**src/rtl/id_ex_pkg.sv**
```systemverilog
// Shared encodings for the ID->EX boundary: control-bit layout, R-type funct
// codes of the special ops, and the decoded special-op tag.
package id_ex_pkg;
  localparam int CTRL_W     = 9;
  localparam int C_ALUSRC   = 8;
  localparam int C_MEMTOREG = 7;
  localparam int C_REGWRITE = 6;
  localparam int C_MEMREAD  = 5;
  localparam int C_MEMWRITE = 4;
  localparam int C_BRANCH   = 3;
  localparam int C_JUMP     = 2;
  localparam int C_ALUOP_HI = 1;
  localparam int C_ALUOP_LO = 0;

  localparam logic [5:0] FN_JR   = 6'd8;
  localparam logic [5:0] FN_DIVU = 6'd27;
  localparam logic [5:0] FN_MFHI = 6'd16;
  localparam logic [5:0] FN_MFLO = 6'd18;

  typedef enum logic [2:0] {
    SP_NONE, SP_NOP, SP_JR, SP_DIVU, SP_MFHI, SP_MFLO
  } spec_op_t;
endpackage

```
**src/rtl/id_ex_decode.sv**
```systemverilog
// Special-op decode: rewrites the ID control word for NOP/JR/DIVU/MFHI/MFLO
// and raises the matching one-hot flag. Purely combinational.
module id_ex_decode
  import id_ex_pkg::*;
(
  input  logic [31:0]       instr_i,
  input  logic [CTRL_W-1:0] ctrl_i,
  output logic [CTRL_W-1:0] ctrl_o,
  output logic              jr_o,
  output logic              div_o,
  output logic              hi_o,
  output logic              lo_o,
  output spec_op_t          op_o
);
  logic       rtype;
  logic [5:0] funct;

  assign rtype = (instr_i[31:26] == 6'd0);
  assign funct = instr_i[5:0];

  always_comb begin
    ctrl_o = ctrl_i;
    jr_o   = 1'b0;
    div_o  = 1'b0;
    hi_o   = 1'b0;
    lo_o   = 1'b0;
    op_o   = SP_NONE;
    // Priority order matters: an all-zero word is a NOP even though it is R-type.
    if (instr_i == 32'd0) begin
      ctrl_o = '0;
      op_o   = SP_NOP;
    end else if (rtype && funct == FN_JR) begin
      ctrl_o             = '0;
      ctrl_o[C_ALUOP_LO] = 1'b1;
      jr_o               = 1'b1;
      op_o               = SP_JR;
    end else if (rtype && funct == FN_DIVU) begin
      ctrl_o = '0;
      div_o  = 1'b1;
      op_o   = SP_DIVU;
    end else if (rtype && funct == FN_MFHI) begin
      ctrl_o             = '0;
      ctrl_o[C_REGWRITE] = 1'b1;
      hi_o               = 1'b1;
      op_o               = SP_MFHI;
    end else if (rtype && funct == FN_MFLO) begin
      ctrl_o             = '0;
      ctrl_o[C_REGWRITE] = 1'b1;
      lo_o               = 1'b1;
      op_o               = SP_MFLO;
    end
  end
endmodule

```
**src/rtl/id_ex_pipe_reg.sv**
```systemverilog
// ID->EX pipeline register: output slot plus one skid slot under valid/ready,
// flush squash, and a HI/LO busy counter that holds MFHI/MFLO behind a DIVU.
module id_ex_pipe_reg
  import id_ex_pkg::*;
#(
  parameter int DATA_W  = 32,
  parameter int REG_AW  = 5,
  parameter int DIV_LAT = 32
) (
  input  logic              clk,
  input  logic              rst,
  input  logic              in_valid,
  output logic              in_ready,
  input  logic [DATA_W-1:0] in_pc,
  input  logic [DATA_W-1:0] in_rd1,
  input  logic [DATA_W-1:0] in_rd2,
  input  logic [DATA_W-1:0] in_immed,
  input  logic [DATA_W-1:0] in_jump_addr,
  input  logic [4:0]        in_shamt,
  input  logic [REG_AW-1:0] in_wn,
  input  logic [31:0]       in_instr,
  input  logic [CTRL_W-1:0] in_ctrl,
  input  logic              flush,
  output logic              out_valid,
  input  logic              out_ready,
  output logic [DATA_W-1:0] out_pc,
  output logic [DATA_W-1:0] out_rd1,
  output logic [DATA_W-1:0] out_rd2,
  output logic [DATA_W-1:0] out_immed,
  output logic [DATA_W-1:0] out_jump_addr,
  output logic [4:0]        out_shamt,
  output logic [REG_AW-1:0] out_wn,
  output logic [CTRL_W-1:0] out_ctrl,
  output logic              out_jr,
  output logic              out_div,
  output logic              out_hi,
  output logic              out_lo,
  output logic              hilo_busy
);
  localparam int CNT_W = $clog2(DIV_LAT + 1);
  localparam logic [CNT_W-1:0] DIV_LOAD = CNT_W'(DIV_LAT);

  typedef struct packed {
    logic [DATA_W-1:0] pc;
    logic [DATA_W-1:0] rd1;
    logic [DATA_W-1:0] rd2;
    logic [DATA_W-1:0] immed;
    logic [DATA_W-1:0] jaddr;
    logic [4:0]        shamt;
    logic [REG_AW-1:0] wn;
    logic [CTRL_W-1:0] ctrl;
    logic              jr;
    logic              div;
    logic              hi;
    logic              lo;
  } entry_t;

  entry_t            in_e, out_q, out_d, skid_q, skid_d;
  logic              out_vld_q, out_vld_d, skid_full_q, skid_full_d;
  logic [CNT_W-1:0]  cnt_q, cnt_d;
  logic [CTRL_W-1:0] dec_ctrl;
  logic              dec_jr, dec_div, dec_hi, dec_lo;
  spec_op_t          dec_op;
  logic              hazard, accept, deliver;

  id_ex_decode u_dec (
    .instr_i (in_instr),
    .ctrl_i  (in_ctrl),
    .ctrl_o  (dec_ctrl),
    .jr_o    (dec_jr),
    .div_o   (dec_div),
    .hi_o    (dec_hi),
    .lo_o    (dec_lo),
    .op_o    (dec_op)
  );

  assign in_e = '{pc: in_pc, rd1: in_rd1, rd2: in_rd2, immed: in_immed,
                  jaddr: in_jump_addr, shamt: in_shamt, wn: in_wn,
                  ctrl: dec_ctrl, jr: dec_jr, div: dec_div, hi: dec_hi, lo: dec_lo};

  assign hilo_busy = (cnt_q != '0);
  assign hazard    = hilo_busy && (dec_op == SP_MFHI || dec_op == SP_MFLO);
  assign in_ready  = !skid_full_q && !hazard;
  assign accept    = in_valid && in_ready;
  assign deliver   = out_vld_q && out_ready;

  always_comb begin
    out_d       = out_q;
    skid_d      = skid_q;
    out_vld_d   = out_vld_q;
    skid_full_d = skid_full_q;
    cnt_d       = hilo_busy ? cnt_q - CNT_W'(1) : cnt_q;
    // A squashed DIVU never issues, so it must not start the counter.
    if (accept && dec_div && !flush)
      cnt_d = DIV_LOAD;
    if (flush) begin
      out_vld_d   = 1'b0;
      skid_full_d = 1'b0;
    end else if (!out_vld_q || deliver) begin
      if (skid_full_q) begin
        out_d       = skid_q;
        out_vld_d   = 1'b1;
        skid_full_d = 1'b0;
      end else begin
        out_vld_d = accept;
        if (accept) out_d = in_e;
      end
    end else if (accept) begin
      skid_d      = in_e;
      skid_full_d = 1'b1;
    end
  end

  always_ff @(posedge clk or negedge rst) begin
    if (!rst) begin
      out_q       <= '0;
      skid_q      <= '0;
      out_vld_q   <= 1'b0;
      skid_full_q <= 1'b0;
      cnt_q       <= '0;
    end else begin
      out_q       <= out_d;
      skid_q      <= skid_d;
      out_vld_q   <= out_vld_d;
      skid_full_q <= skid_full_d;
      cnt_q       <= cnt_d;
    end
  end

  assign out_valid     = out_vld_q;
  assign out_pc        = out_q.pc;
  assign out_rd1       = out_q.rd1;
  assign out_rd2       = out_q.rd2;
  assign out_immed     = out_q.immed;
  assign out_jump_addr = out_q.jaddr;
  assign out_shamt     = out_q.shamt;
  assign out_wn        = out_q.wn;
  assign out_ctrl      = out_q.ctrl;
  assign out_jr        = out_q.jr;
  assign out_div       = out_q.div;
  assign out_hi        = out_q.hi;
  assign out_lo        = out_q.lo;
endmodule
```
**config.mk**
```make
export PLATFORM = sky130hd
export DESIGN_NAME = id_ex_pipe_reg
export DESIGN_NICKNAME = d
export VERILOG_FILES = /design/src/rtl/id_ex_pkg.sv /design/src/rtl/id_ex_decode.sv /design/src/rtl/id_ex_pipe_reg.sv
export SDC_FILE = /design/constraint.sdc
export NUM_CORES = 1
export LEC_CHECK = 0
export ABC_AREA = 1
export CORE_MARGIN = 5
export CORE_UTILIZATION = 45
export CTS_CLUSTER_SIZE = 10
export DETAILED_ROUTE_END_ITERATION = 8
export GPL_ROUTABILITY_DRIVEN = 0
export PLACE_DENSITY_LB_ADDON = 0.3
export SLEW_MARGIN = 30
export SYNTH_ARGS = -nofsm -noshare
export SYNTH_HDL_FRONTEND = slang
export SYNTH_HIERARCHICAL = 1
export SYNTH_SLANG_ARGS = --single-unit
```
**constraint.sdc**
```tcl
create_clock -name clk -period 3.24 [get_ports clk]
set_clock_uncertainty 0.1 [all_clocks]
set_input_delay 0.486 -clock clk [delete_from_list [all_inputs] [get_ports clk]]
set_output_delay 0.486 -clock clk [all_outputs]
set_load 0.05 [all_outputs]
```
# Yosys cells after proc, flatten, opt, wreduce, memory -nomap -nowiden
# Index checks and enable logic that the tools add are counted.
totals:
  register_bits: 374
  in_bits: 216
  out_inout_bits: 186
op_classes:
  n_reduce_logical: 25
  add_sub_neg: 1
  bitwise: 2
  mux: 34
  eq_ne: 6
ops:
  columns: ["operator", "n"]
  rows:
  - ["183-bit two-way mux", 2]
  - ["9-bit two-way mux", 5]
  - ["32-bit zero test", 1]
  - ["1-bit two-way mux", 20]
  - ["6-bit by 5-bit == test with 1-bit output, second input constant", 3]
  - ["3-bit two-way mux", 5]
  - ["6-bit two-way mux", 2]
  - ["1-bit logical AND", 10]
  - ["3-bit == test, second input constant", 2]
  - ["6-bit by 4-bit == test with 1-bit output, second input constant", 1]
  - ["6-bit zero test", 1]
  - ["3-bit AND reduction", 2]
  - ["2-bit nonzero test", 3]
  - ["6-bit nonzero test", 1]
  - ["6-bit by 1-bit subtractor with 6-bit output, second input constant", 1]
  - ["1-bit zero test", 4]
  - ["3-bit nonzero test", 1]
  - ["1-bit logical OR", 2]
  - ["1-bit inverter", 2]

# Longest topological paths before layout
logic_depth:
  depth_word: 16
  ltp_mapped: 15
  mapped_depth_nobuf: 13

# Modules after synthesis
# Netlist, hierarchy kept.
modules_own_cells:
  columns: ["mod", "area_per_inst_um2", "n_inst", "cells_each"]
  rows:
  - ["id_ex_pipe_reg", 16728.5, 1, 2074]
  - ["id_ex_decode", 469.2, 1, 89]

# Worst setup path after synthesis
# OpenSTA, ideal clock, no wires.
synth_timing:
  path_kind: "input to register"
  from: "input in_instr[29]"
  to: "register cnt_q[0]"
  path_buffers: 0
  t_required_ns: 3.024
  setup_slack_ns: 0.581
  arrival_time_ns: 2.443
  setup_time_ns: 0.116
  cell_stages: 10
  cell_sequence: "nor2_2 > nand3_4 > nor2_4 > nor2_4 > inv_1 > nor2_1 > a21oi_1 > nand4_1 > nand2_1 > inv_1"
synth_rtl:
  columns: ["element", "line", "text"]
  rows:
  - ["start, declared", "id_ex_pipe_reg.sv:21", "input logic [31:0] in_instr,"]
  - ["6-bit zero test", "id_ex_decode.sv:18", "assign rtype = (instr_i[31:26] == 6'd0);"]
  - ["1-bit logical AND", "id_ex_decode.sv:37", "end else if (rtype && funct == FN_DIVU) begin"]
  - ["1-bit two-way mux", "id_ex_decode.sv:37", null]
  - ["1-bit two-way mux", "id_ex_decode.sv:32", "end else if (rtype && funct == FN_JR) begin"]
  - ["1-bit two-way mux *", "id_ex_decode.sv:29", "if (instr_i == 32'd0) begin"]
  - ["net dec_div", "id_ex_pipe_reg.sv:62", "logic dec_jr, dec_div, dec_hi, dec_lo;"]
  - ["1-bit logical AND * (2 in a row)", "id_ex_pipe_reg.sv:94", "if (accept && dec_div && !flush)"]
  - ["6-bit two-way mux or 2-bit nonzero test (tied branches)", null, null]
  - ["end signal, assigned", "id_ex_pipe_reg.sv:126", "cnt_q <= cnt_d;"]
  - ["end, declared", "id_ex_pipe_reg.sv:60", "logic [CNT_W-1:0] cnt_q, cnt_d;"]
# Mark *: on every way through the listed nets, which the timed path passes. The rest lies on a longest branch.
# A chain may end at the register's enable or synchronous reset.

# Worst setup path after layout
layout_timing:
  from: "register cnt_q[0]"
  to: "output hilo_busy"
layout_via:
  elab_chain_len: 1
layout_lines:
  columns: ["element", "line", "text"]
  rows:
  - ["6-bit nonzero test", "id_ex_pipe_reg.sv:81", "assign hilo_busy = (cnt_q != '0);"]
  - ["end, declared", "id_ex_pipe_reg.sv:38", "output logic hilo_busy"]
# Every way passes these cells.

==> results.ini <==
[status]
status=finished, final reports clean

[route]
drcViolationCount=0
ant_nets=0
routed_via_density=5.10
avgRoutedWirePerCell_um=16.5
initialDrtViolationCount=1029
drt-pass1-iter-count=5
vias=15400
wl_um=49800

[global_route]
gr-usage-all-layers=0.233
grt_pass1_vias=15200
grt_max_degree=184
antenna_found_initial=5
grt_pass1_wl_um=80000
grt_overflow=0

[timing]
slew_headroom=0.353
finalCritPeriodShare=0.873
drv_slew=0
final-setup-viol-count=0
fin_hold_ws_ps=366
fmax_mhz=353
rsz0062_at_grt=false
report.final.hold_viol_count=0
tns_ps=0
fin_crit_ps=2830
tightest_slew_ps=971

[clock_network]
cts_inserted_buffers=44
worstSkewPairLatency_ps=550
cts_root_buffer=clkbuf_16
cts_setup_buffers=0
cts.sinks=374
postCtsResizedCells=0
cts_tree=built
cts_max_level=2
cts.reportedPaths.clkPinSlew_ps=60
clockBufferDepth=3

[placement]
dpl.cell_count=2959
place.port_buffers=401
hpwlAfterDp_um=32600

[setup_path]
rr_startpoint=cnt_q[0]
worstSetupPathType=reg -> out
arrival_ps=2240
critPathTopFamily=buffers and inverters
rrSetupSlack_ps=860
crit_fanout=7
startpoint_type=flop
crit_buf_inv=2
crit_start=cnt_q[0]
slowest_stage=clkdlybuf4s50_1
end_kind=output pin
critPathMaxStageDelay_ps=860
cp_cell_sequence=inv_1 -> ha_1 -> nand3_2 -> clkdlybuf4s50_1
critPathRequiredTime_ps=2650

[run]
drv_cap=0

[min_path]
hp-start=out_jump_addr[24]
min_path_type=reg -> reg

[power_and_ir_drop]
p_sw_w=0.00535
combPwrFrac=0.299
power_density_nw_per_um2=670
cellLeakagePower_nw=11.2
internal_power_w=0.00991
max-vdd-ir-drop_mv=0.479
power_frac_clock=0.285
swShare=0.351
power_frac_seq=0.416

[yosys]
netlist_area_um2=17200
yosys_warnings=6
synth_fp_nets=2379
syn_area_per_cell_um2=7.95
synthCells=2161

[final_layout]
finalNetCount=2713
synthToLayoutAreaGrowth_pct=32.4
layout-drive-gt1-share=0.0476
fin_cells=3016

[die]
core-area_um2=37700
initial_core_util=0.456
die_h_um=205
die_w_um=205
dieArea_um2=42200
pin_count=402
rows=71

[final cells by class]
type                    count  area [µm²]
flip-flops and latches    374        9360
repair buffers            433        4480
well taps                 511         639
multi-input cells        1463        6390
clock buffers              51        1190
fillers                  3286       14900
diodes                      4        10.0
inverters                 179         679
clock inverters             1        8.76
[tightest hold or removal path: cells and delay by family, from the launching register on]
family | cells | cell delay (ps)
flip-flops | 1 | 340
AND/OR/NAND/NOR | 2 | 90
[through the flow]
stage / instance area (µm²) / utilization / power, W / setup WS (ps)
after global placement: 21500 / 0.572 / 0.0108 / 208
final: 22800 / 0.604 / 0.0153 / 410
after global routing: 22800 / 0.604 / 0.0161 / 262
after CTS: 22800 / 0.604 / 0.0154 / 334
after detailed placement: 21500 / 0.572 / 0.0110 / 158
after floorplan: 17200 / - / 0.00916 / 595
[power by group through the flow]
stage                     Combinational (W)  Sequential (W)  Clock [W]
after CTS                           0.00460         0.00635    0.00447
after detailed placement            0.00457         0.00641          0
after global placement              0.00447         0.00638          0
after global routing                0.00494         0.00646    0.00465
final                               0.00456         0.00635    0.00435
after floorplan                     0.00139         0.00777          0
[per-layer routing]
layer	share of wire	up-vias	global-route usage	wire length, µm
met5	0.00026	-	0	13
met4	0.035	2	0.0919	1760
met3	0.066	103	0.0397	3300
met2	0.49	565	0.391	24600
met1	0.40	7299	0.303	20100
li1	-	7422	-	-
[final timing paths]
| path | end | depth (start not counted) |
|---|---|---|
| setup / recovery | hilo_busy | 4 |
| hold / removal | out_jump_addr[24] | 2 |
| setup reg to reg | out_immed[1] | 9 |
| hold reg to reg | out_jump_addr[24] | 2 |
| max in group asynchronous | out_jump_addr[7] | 3 |
| min in group asynchronous | out_wn[4] | 2 |
[cells in the final DEF (no fill, tap or decap), types with 15 or more instances in the layout]
| cell | count |
|---|---|
| nand2_1 | 875 |
| clkdlybuf4s50_1 | 399 |
| dfrtp_1 | 373 |
| o21ai_0 | 330 |
| nand3_1 | 187 |
| inv_1 | 177 |
| clkbuf_16 | 45 |
| nor2_1 | 21 |
| buf_12 | 18 |
| nor2_2 | 15 |
[what timing repair did]
action                                  in CTS  in global routing
endpoints found under the setup margin       0                  0
hold buffers                                 1                  0
hold endpoints to repair                    63                  0
[registers in the layout (all words and copies together), names as in the netlist, 5 cells and up]
name	cells
cnt_q	6
out_wn	5
out_pc	32
out_rd2	32
out_jump_addr	32
out_immed	32
out_shamt	5
skid_q	183
out_ctrl	9
out_rd1	32
Note: power is estimated with default switching activity, not from simulation.
